[src/rtl/block_word_arbiter_pkg.sv]
// Shared definitions for the word arbiter: arbiter FSM encoding, word/block
// geometry and the big-endian word append used by the block builder.
package block_word_arbiter_pkg;

  localparam int WORD_W          = 32;
  localparam int BLOCK_W         = 128;
  localparam int WORDS_PER_BLOCK = 4;

  typedef enum logic [1:0] {
    ST_IDLE = 2'd0,
    ST_PASS = 2'd1,
    ST_PAD  = 2'd2
  } arb_state_t;

  // Oldest word ends up in the top slice once four words have been appended.
  function automatic logic [BLOCK_W-1:0] append_word(
    input logic [BLOCK_W-1:0] acc,
    input logic [WORD_W-1:0]  w
  );
    return {acc[BLOCK_W-WORD_W-1:0], w};
  endfunction

endpackage

[src/rtl/block_word_arbiter_builder.sv]
// Big-endian word-to-block builder: one output block register plus one
// filling buffer, so a complete block can wait behind a stalled output.
module be_block_builder
  import block_word_arbiter_pkg::*;
(
  input  logic               clk,
  input  logic               rst,
  input  logic               word_valid,
  output logic               word_ready,
  input  logic [WORD_W-1:0]  word,
  output logic               block_valid,
  input  logic               block_ready,
  output logic [BLOCK_W-1:0] block
);

  localparam logic [2:0] CNT_LAST = 3'(WORDS_PER_BLOCK - 1);
  localparam logic [2:0] CNT_FULL = 3'(WORDS_PER_BLOCK);

  logic [2:0]         fill_cnt_p0;
  logic [BLOCK_W-1:0] fill_buf_p0;
  logic               vld_p1;
  logic [BLOCK_W-1:0] blk_p1;

  logic xfer;
  logic out_free;
  logic fill_full;
  logic last_word;

  assign fill_full   = (fill_cnt_p0 == CNT_FULL);
  assign word_ready  = !fill_full;
  assign xfer        = word_valid && word_ready;
  assign out_free    = !vld_p1 || block_ready;
  assign last_word   = xfer && (fill_cnt_p0 == CNT_LAST);
  assign block_valid = vld_p1;
  assign block       = blk_p1;

  // Fill stage (p0): accumulate words; a completed block bypasses straight
  // to the output register when it is free, otherwise it parks here.
  always_ff @(posedge clk) begin
    if (rst) begin
      fill_cnt_p0 <= 3'd0;
    end else if (fill_full) begin
      if (out_free) fill_cnt_p0 <= 3'd0;
    end else if (xfer) begin
      fill_cnt_p0 <= (last_word && out_free) ? 3'd0 : fill_cnt_p0 + 3'd1;
    end
  end

  always_ff @(posedge clk) begin
    if (xfer) fill_buf_p0 <= append_word(fill_buf_p0, word);
  end

  // Output stage (p1)
  always_ff @(posedge clk) begin
    if (rst) begin
      vld_p1 <= 1'b0;
    end else if (out_free) begin
      vld_p1 <= fill_full || last_word;
    end
  end

  always_ff @(posedge clk) begin
    if (out_free) begin
      if (fill_full)      blk_p1 <= fill_buf_p0;
      else if (last_word) blk_p1 <= append_word(fill_buf_p0, word);
    end
  end

endmodule

[src/rtl/block_word_arbiter.sv]
// Round-robin arbiter gathering 32-bit words from several requesters into
// 128-bit blocks, zero-padding short messages and tagging each block.
module block_word_arbiter
  import block_word_arbiter_pkg::*;
#(
  parameter int NUM_REQ = 2,
  parameter int OWN_W   = $clog2(NUM_REQ)
) (
  input  logic                      clk,
  input  logic                      rst,
  input  logic [NUM_REQ-1:0]        req_valid,
  output logic [NUM_REQ-1:0]        req_ready,
  input  logic [WORD_W*NUM_REQ-1:0] req_word,
  input  logic [NUM_REQ-1:0]        req_last,
  output logic                      block_valid,
  input  logic                      block_ready,
  output logic [BLOCK_W-1:0]        block,
  output logic [OWN_W-1:0]          block_owner,
  output logic                      block_last
);

  arb_state_t       state_q;
  logic [OWN_W-1:0] grant_q;
  logic [OWN_W-1:0] rr_ptr_q;
  logic [1:0]       word_cnt_q;

  logic              sel_valid;
  logic              sel_last;
  logic [WORD_W-1:0] sel_word;
  logic              found;
  logic [OWN_W-1:0]  found_idx;
  logic [OWN_W:0]    cand;

  logic              bld_word_valid;
  logic              bld_word_ready;
  logic [WORD_W-1:0] bld_word;
  logic              bld_xfer;
  logic              blk_done;

  logic [OWN_W-1:0] tag_own_q [2];
  logic             tag_last_q [2];
  logic             tag_wr_q;
  logic             tag_rd_q;
  logic [1:0]       tag_cnt_q;
  logic             tag_push;
  logic             tag_push_last;
  logic             tag_pop;

  function automatic logic [OWN_W-1:0] next_idx(input logic [OWN_W-1:0] i);
    return (i == OWN_W'(NUM_REQ - 1)) ? '0 : i + OWN_W'(1);
  endfunction

  always_comb begin
    sel_valid = 1'b0;
    sel_last  = 1'b0;
    sel_word  = '0;
    for (int i = 0; i < NUM_REQ; i++) begin
      if (grant_q == OWN_W'(i)) begin
        sel_valid = req_valid[i];
        sel_last  = req_last[i];
        sel_word  = req_word[i*WORD_W +: WORD_W];
      end
    end
  end

  // Rotate the search so it starts just past the previous winner.
  always_comb begin
    found     = 1'b0;
    found_idx = '0;
    cand      = '0;
    for (int k = 0; k < NUM_REQ; k++) begin
      cand = {1'b0, rr_ptr_q} + (OWN_W+1)'(k);
      if (cand >= (OWN_W+1)'(NUM_REQ)) cand = cand - (OWN_W+1)'(NUM_REQ);
      if (!found && req_valid[cand[OWN_W-1:0]]) begin
        found     = 1'b1;
        found_idx = cand[OWN_W-1:0];
      end
    end
  end

  always_comb begin
    req_ready = '0;
    if (state_q == ST_PASS) begin
      for (int i = 0; i < NUM_REQ; i++) begin
        if (grant_q == OWN_W'(i)) req_ready[i] = bld_word_ready;
      end
    end
  end

  assign bld_word_valid = ((state_q == ST_PASS) && sel_valid) || (state_q == ST_PAD);
  assign bld_word       = (state_q == ST_PASS) ? sel_word : '0;
  assign bld_xfer       = bld_word_valid && bld_word_ready;
  assign blk_done       = bld_xfer && (word_cnt_q == 2'd3);

  always_ff @(posedge clk) begin
    if (rst) begin
      state_q    <= ST_IDLE;
      grant_q    <= '0;
      rr_ptr_q   <= '0;
      word_cnt_q <= 2'd0;
    end else begin
      case (state_q)
        ST_IDLE: begin
          word_cnt_q <= 2'd0;
          if (found) begin
            grant_q  <= found_idx;
            rr_ptr_q <= next_idx(found_idx);
            state_q  <= ST_PASS;
          end
        end
        ST_PASS: begin
          if (bld_xfer) begin
            word_cnt_q <= word_cnt_q + 2'd1;
            if (word_cnt_q == 2'd3) state_q <= ST_IDLE;
            else if (sel_last)      state_q <= ST_PAD;
          end
        end
        ST_PAD: begin
          if (bld_xfer) begin
            word_cnt_q <= word_cnt_q + 2'd1;
            if (word_cnt_q == 2'd3) state_q <= ST_IDLE;
          end
        end
        default: state_q <= ST_IDLE;
      endcase
    end
  end

  be_block_builder u_builder (
    .clk         (clk),
    .rst         (rst),
    .word_valid  (bld_word_valid),
    .word_ready  (bld_word_ready),
    .word        (bld_word),
    .block_valid (block_valid),
    .block_ready (block_ready),
    .block       (block)
  );

  // Tag FIFO mirrors the builder's two block slots, so it cannot overflow.
  assign tag_push      = blk_done;
  assign tag_push_last = (state_q == ST_PAD) ? 1'b1 : sel_last;
  assign tag_pop       = block_valid && block_ready && (tag_cnt_q != 2'd0);

  always_ff @(posedge clk) begin
    if (rst) begin
      tag_wr_q  <= 1'b0;
      tag_rd_q  <= 1'b0;
      tag_cnt_q <= 2'd0;
    end else begin
      if (tag_push) tag_wr_q <= !tag_wr_q;
      if (tag_pop)  tag_rd_q <= !tag_rd_q;
      case ({tag_push, tag_pop})
        2'b10:   tag_cnt_q <= tag_cnt_q + 2'd1;
        2'b01:   tag_cnt_q <= tag_cnt_q - 2'd1;
        default: tag_cnt_q <= tag_cnt_q;
      endcase
    end
  end

  always_ff @(posedge clk) begin
    if (tag_push) begin
      tag_own_q[tag_wr_q]  <= grant_q;
      tag_last_q[tag_wr_q] <= tag_push_last;
    end
  end

  assign block_owner = (tag_cnt_q != 2'd0) ? tag_own_q[tag_rd_q]  : '0;
  assign block_last  = (tag_cnt_q != 2'd0) ? tag_last_q[tag_rd_q] : 1'b0;

endmodule

[config.mk]
export PLATFORM = sky130hd
export DESIGN_NAME = block_word_arbiter
export DESIGN_NICKNAME = d
export VERILOG_FILES = /design/src/rtl/block_word_arbiter_pkg.sv /design/src/rtl/block_word_arbiter_builder.sv /design/src/rtl/block_word_arbiter.sv
export SDC_FILE = /design/constraint.sdc
export NUM_CORES = 1
export LEC_CHECK = 0
export ABC_AREA = 0
export BUFFER_PORTS_ARGS = -buffer_cell sky130_fd_sc_hd__clkbuf_2
export CORE_MARGIN = 5
export CORE_UTILIZATION = 50
export CTS_CLUSTER_DIAMETER = 150
export CTS_CLUSTER_SIZE = 14
export DETAILED_ROUTE_END_ITERATION = 8
export GPL_TIMING_DRIVEN = 0
export MAX_ROUTING_LAYER = met4
export PLACE_DENSITY = 0.76
export SLEW_MARGIN = 20
export SYNTH_ARGS = -nofsm -noshare
export SYNTH_HDL_FRONTEND = slang
export SYNTH_SLANG_ARGS = --single-unit
[constraint.sdc]
create_clock -name clk -period 6.9 [get_ports clk]
set_clock_uncertainty 0.2 [all_clocks]
set_input_delay 0.345 -clock clk [delete_from_list [all_inputs] [get_ports clk]]
set_output_delay 0.345 -clock clk [all_outputs]
set_load 0.05 [all_outputs]
==> impl_metrics.toml <==
[layout]
antenna_cells = 0
regArea_mm2 = 0.00811
multiInputGateArea_mm2 = 0.00259
fillCellCount = 1659
fin_nets = 1108
area_growth_pct = 21.4
design_area_mm2 = 0.0132
stdcell_count = 1325
drive_above_1_share_pct = 27.8

[sta]
whs_ns = 0.0257
final.period_utilization_pct = 45.6
fmax_mhz = 318
tns_ns = 0
worst_pin_slew_ns = 0.732
period_minus_slack_ns = 3.14
slew_headroom_pct = 51.2
finalHoldViolations = 0
slew_viol_final = 0
rsz0062_at_grt = "false"
setup_viol = 0

[critical_path]
critPathKind = "flop to output pin"
critical_path_arrival_ns = 2.60
slowest_delay_ns = 0.57
critPathMaxFanout = 10
cp.buffers_inverters = 4
cp-start-kind = "flop"
crit_family = "buffers and inverters"
crit_chain = "inv_1 -> ha_1 -> nand2_1 -> buf_4 -> clkbuf_1 -> and3_1 -> clkbuf_2"
crit_path_end_kind = "output pin"
slowest_stage = "clkbuf_1"
required_ns = 6.36

[synth]
ys_ff_latch = 275
postSynthAreaPerCell_um2 = 13.8
yosysTopAreaCellShare_pct = 71.8
ys_async_sr_fraction_pct = 0
syn_nets = 866
synth_warnings = 0
synthDistinctLibCells = 39
syn_inst = 787
yosysSeqAreaShare_pct = 74.6
synth_edf_count = 260
synthFlopType = "edfxtp_1"
synth.cell_area_mm2 = 0.0109
synth_area_leaders = "edfxtp_1 (72%), nand2_1 (10%), mux2_2 (3.5%), mux2i_1 (3.4%), dfxtp_1 (2.8%)"
yosysTopAreaCell = "edfxtp_1"

[cts]
cts_sinks = 275
clk_latency_ns = 0.50
cts_buffer_depth = 3
cts_resized = 0
ctsHtreeMaxLevel = 1
cts_hold_buf = 3
clk_pin_slew_worst_paths_ns = 0.07
cts_setup_buffers = 0
clockRootBuffer = "clkbuf_16"
cts_tree = "done"
numCtsBuffers = 23

[place]
dp_hpwl_mm = 16.6
dp_cells = 1281
place_congestion = 0.876
io_buffer_count = 203
placed_area_mm2 = 0.0125

[power]
powerDensity_mw_per_mm2 = 335
leakage_nw = 5.25
total_power_mw = 4.42
peakVddDrop_mv = 0.164

[detailed_routing]
ant_nets = 0
drt_iter0_drc = 472
routed_wl_mm = 23.5
drc = 0
dr.pass1.iters = 5
wl_per_cell_um = 17.7
viasPerCell = 5.01
vias = 6642

[floorplanning]
core_mm2 = 0.0216
die_h_um = 157
die_area_mm2 = 0.0248
fp-row-count = 54
boundaryPins = 204
initial_core_util_pct = 50.3
dieWidth_um = 157

[global_routing]
grt_pass1_wl_mm = 36.0
grt.overflow.total = 0
gr-usage-all-layers_pct = 19.2
grt_pass1_vias = 6523
antenna_found_initial = 0
grt_max_degree = 33

[status]
outcome = "complete, no violations"

[min_path]
hp-class = "input pin to flop"

[job]
cap_violations = 0
## worst paths after layout
kind / cells after the start / slack [ns] / endpoint / startpoint
max: 7 / 3.76 / req_ready[1] / u_builder.fill_cnt_p0[0]
min reg2reg: 0 / 0.27 / u_builder.fill_buf_p0[34] / u_builder.fill_buf_p0[2]
max reg2reg: 8 / 4.13 / u_builder.block[103] / state_q[1]
min: 3 / 0.03 / u_builder.fill_buf_p0[16] / req_word[48]
## synthesized netlist by cell type, types with 4 or more instances
cell      count
dfxtp_1      15
buf_4         4
a21oi_1       8
nor2b_1      34
nor2_1       14
buf_2         5
mux2i_1      37
inv_1         7
nand2_1     294
clkbuf_1     24
edfxtp_1    260
nand2b_1      8
mux2_2       34
ha_1          8
## where the power goes
part / switching, mW / leakage (nW) / total [mW] / internal [mW]
registers: 0.163 / 2.51 / 2.45 / 2.29
logic: 0.468 / 2.44 / 0.789 / 0.320
clock network: 0.549 / 0.308 / 1.18 / 0.627
## worst reg2reg max path: cells and delay by family (launching register included)
| family | cells | cell delay [ns] |
|---|---|---|
| flops | 1 | 0.33 |
| buf+inv | 4 | 0.86 |
| simple gates | 1 | 0.46 |
| compound gates | 2 | 0.37 |
| fa+ha+maj | 1 | 0.23 |
## final cells by class
type,count,share of cell area (%)
plain buffers,36,1.24
clock buffers,40,4.84
clock inverters,1,0.0474
inverters,7,0.199
multi-input cells,469,19.6
flip-flops and latches,275,61.4
well taps,280,2.65
repair buffers,217,9.94
## through the flow
stage,setup slack [ns],util [%]
finish,3.76,61.0
global route,3.63,61.0
CTS,3.73,61.0
detailed placement,4.13,57.9
global placement,-0.285,56.6
floorplan,1.68,-
## cell families (layout without fill, tap and decap cells)
group                      Yosys count  in the layout  share of synthesized area (%)
AOI/OAI and AO/OA                   24             24                           1.70
xor gates and xnor gates             3              3                          0.242
adders and majority gates            8              8                          0.920
buffers and inverters               43            301                           1.75
DFF                                275            275                           74.6
muxes                               71             71                           6.93
and+or+nand+nor                    363            363                           13.9
## state kept, by name (all words and copies together) (netlist names), named ones only
signal	cells
grant_q	1
rr_ptr_q	1
state_q	2
tag_cnt_q	2
tag_last_q	2
tag_own_q	2
tag_rd_q	1
tag_wr_q	1
u_builder.block	128
u_builder.block_valid	1
u_builder.fill_buf_p0	128
u_builder.fill_cnt_p0	3
word_cnt_q	2
## layout by cell type (no fill, tap or decap), types with 6 or more instances in the layout
cell type / netlist / layout
clkbuf_2: 0 / 203
nand2b_1: 8 / 8
edfxtp_1: 260 / 260
clkbuf_1: 24 / 41
nor2_1: 14 / 12
mux2_2: 34 / 34
a21oi_1: 8 / 8
inv_1: 7 / 7
mux2i_1: 37 / 37
buf_16: 0 / 6
dfxtp_1: 15 / 15
ha_1: 8 / 8
nand2_1: 294 / 294
nor2b_1: 34 / 34
clkbuf_16: 0 / 23
## per-layer routing
layer | up-vias | global-route usage (%) | wire, um
met5 | - | - | 0
met4 | 0 | 4.30 | 380
met3 | 26 | 2.61 | 1290
met2 | 183 | 32.0 | 11800
met1 | 3197 | 25.4 | 9970
li1 | 3236 | - | -
No activity file was read; power rests on OpenSTA's default activity.
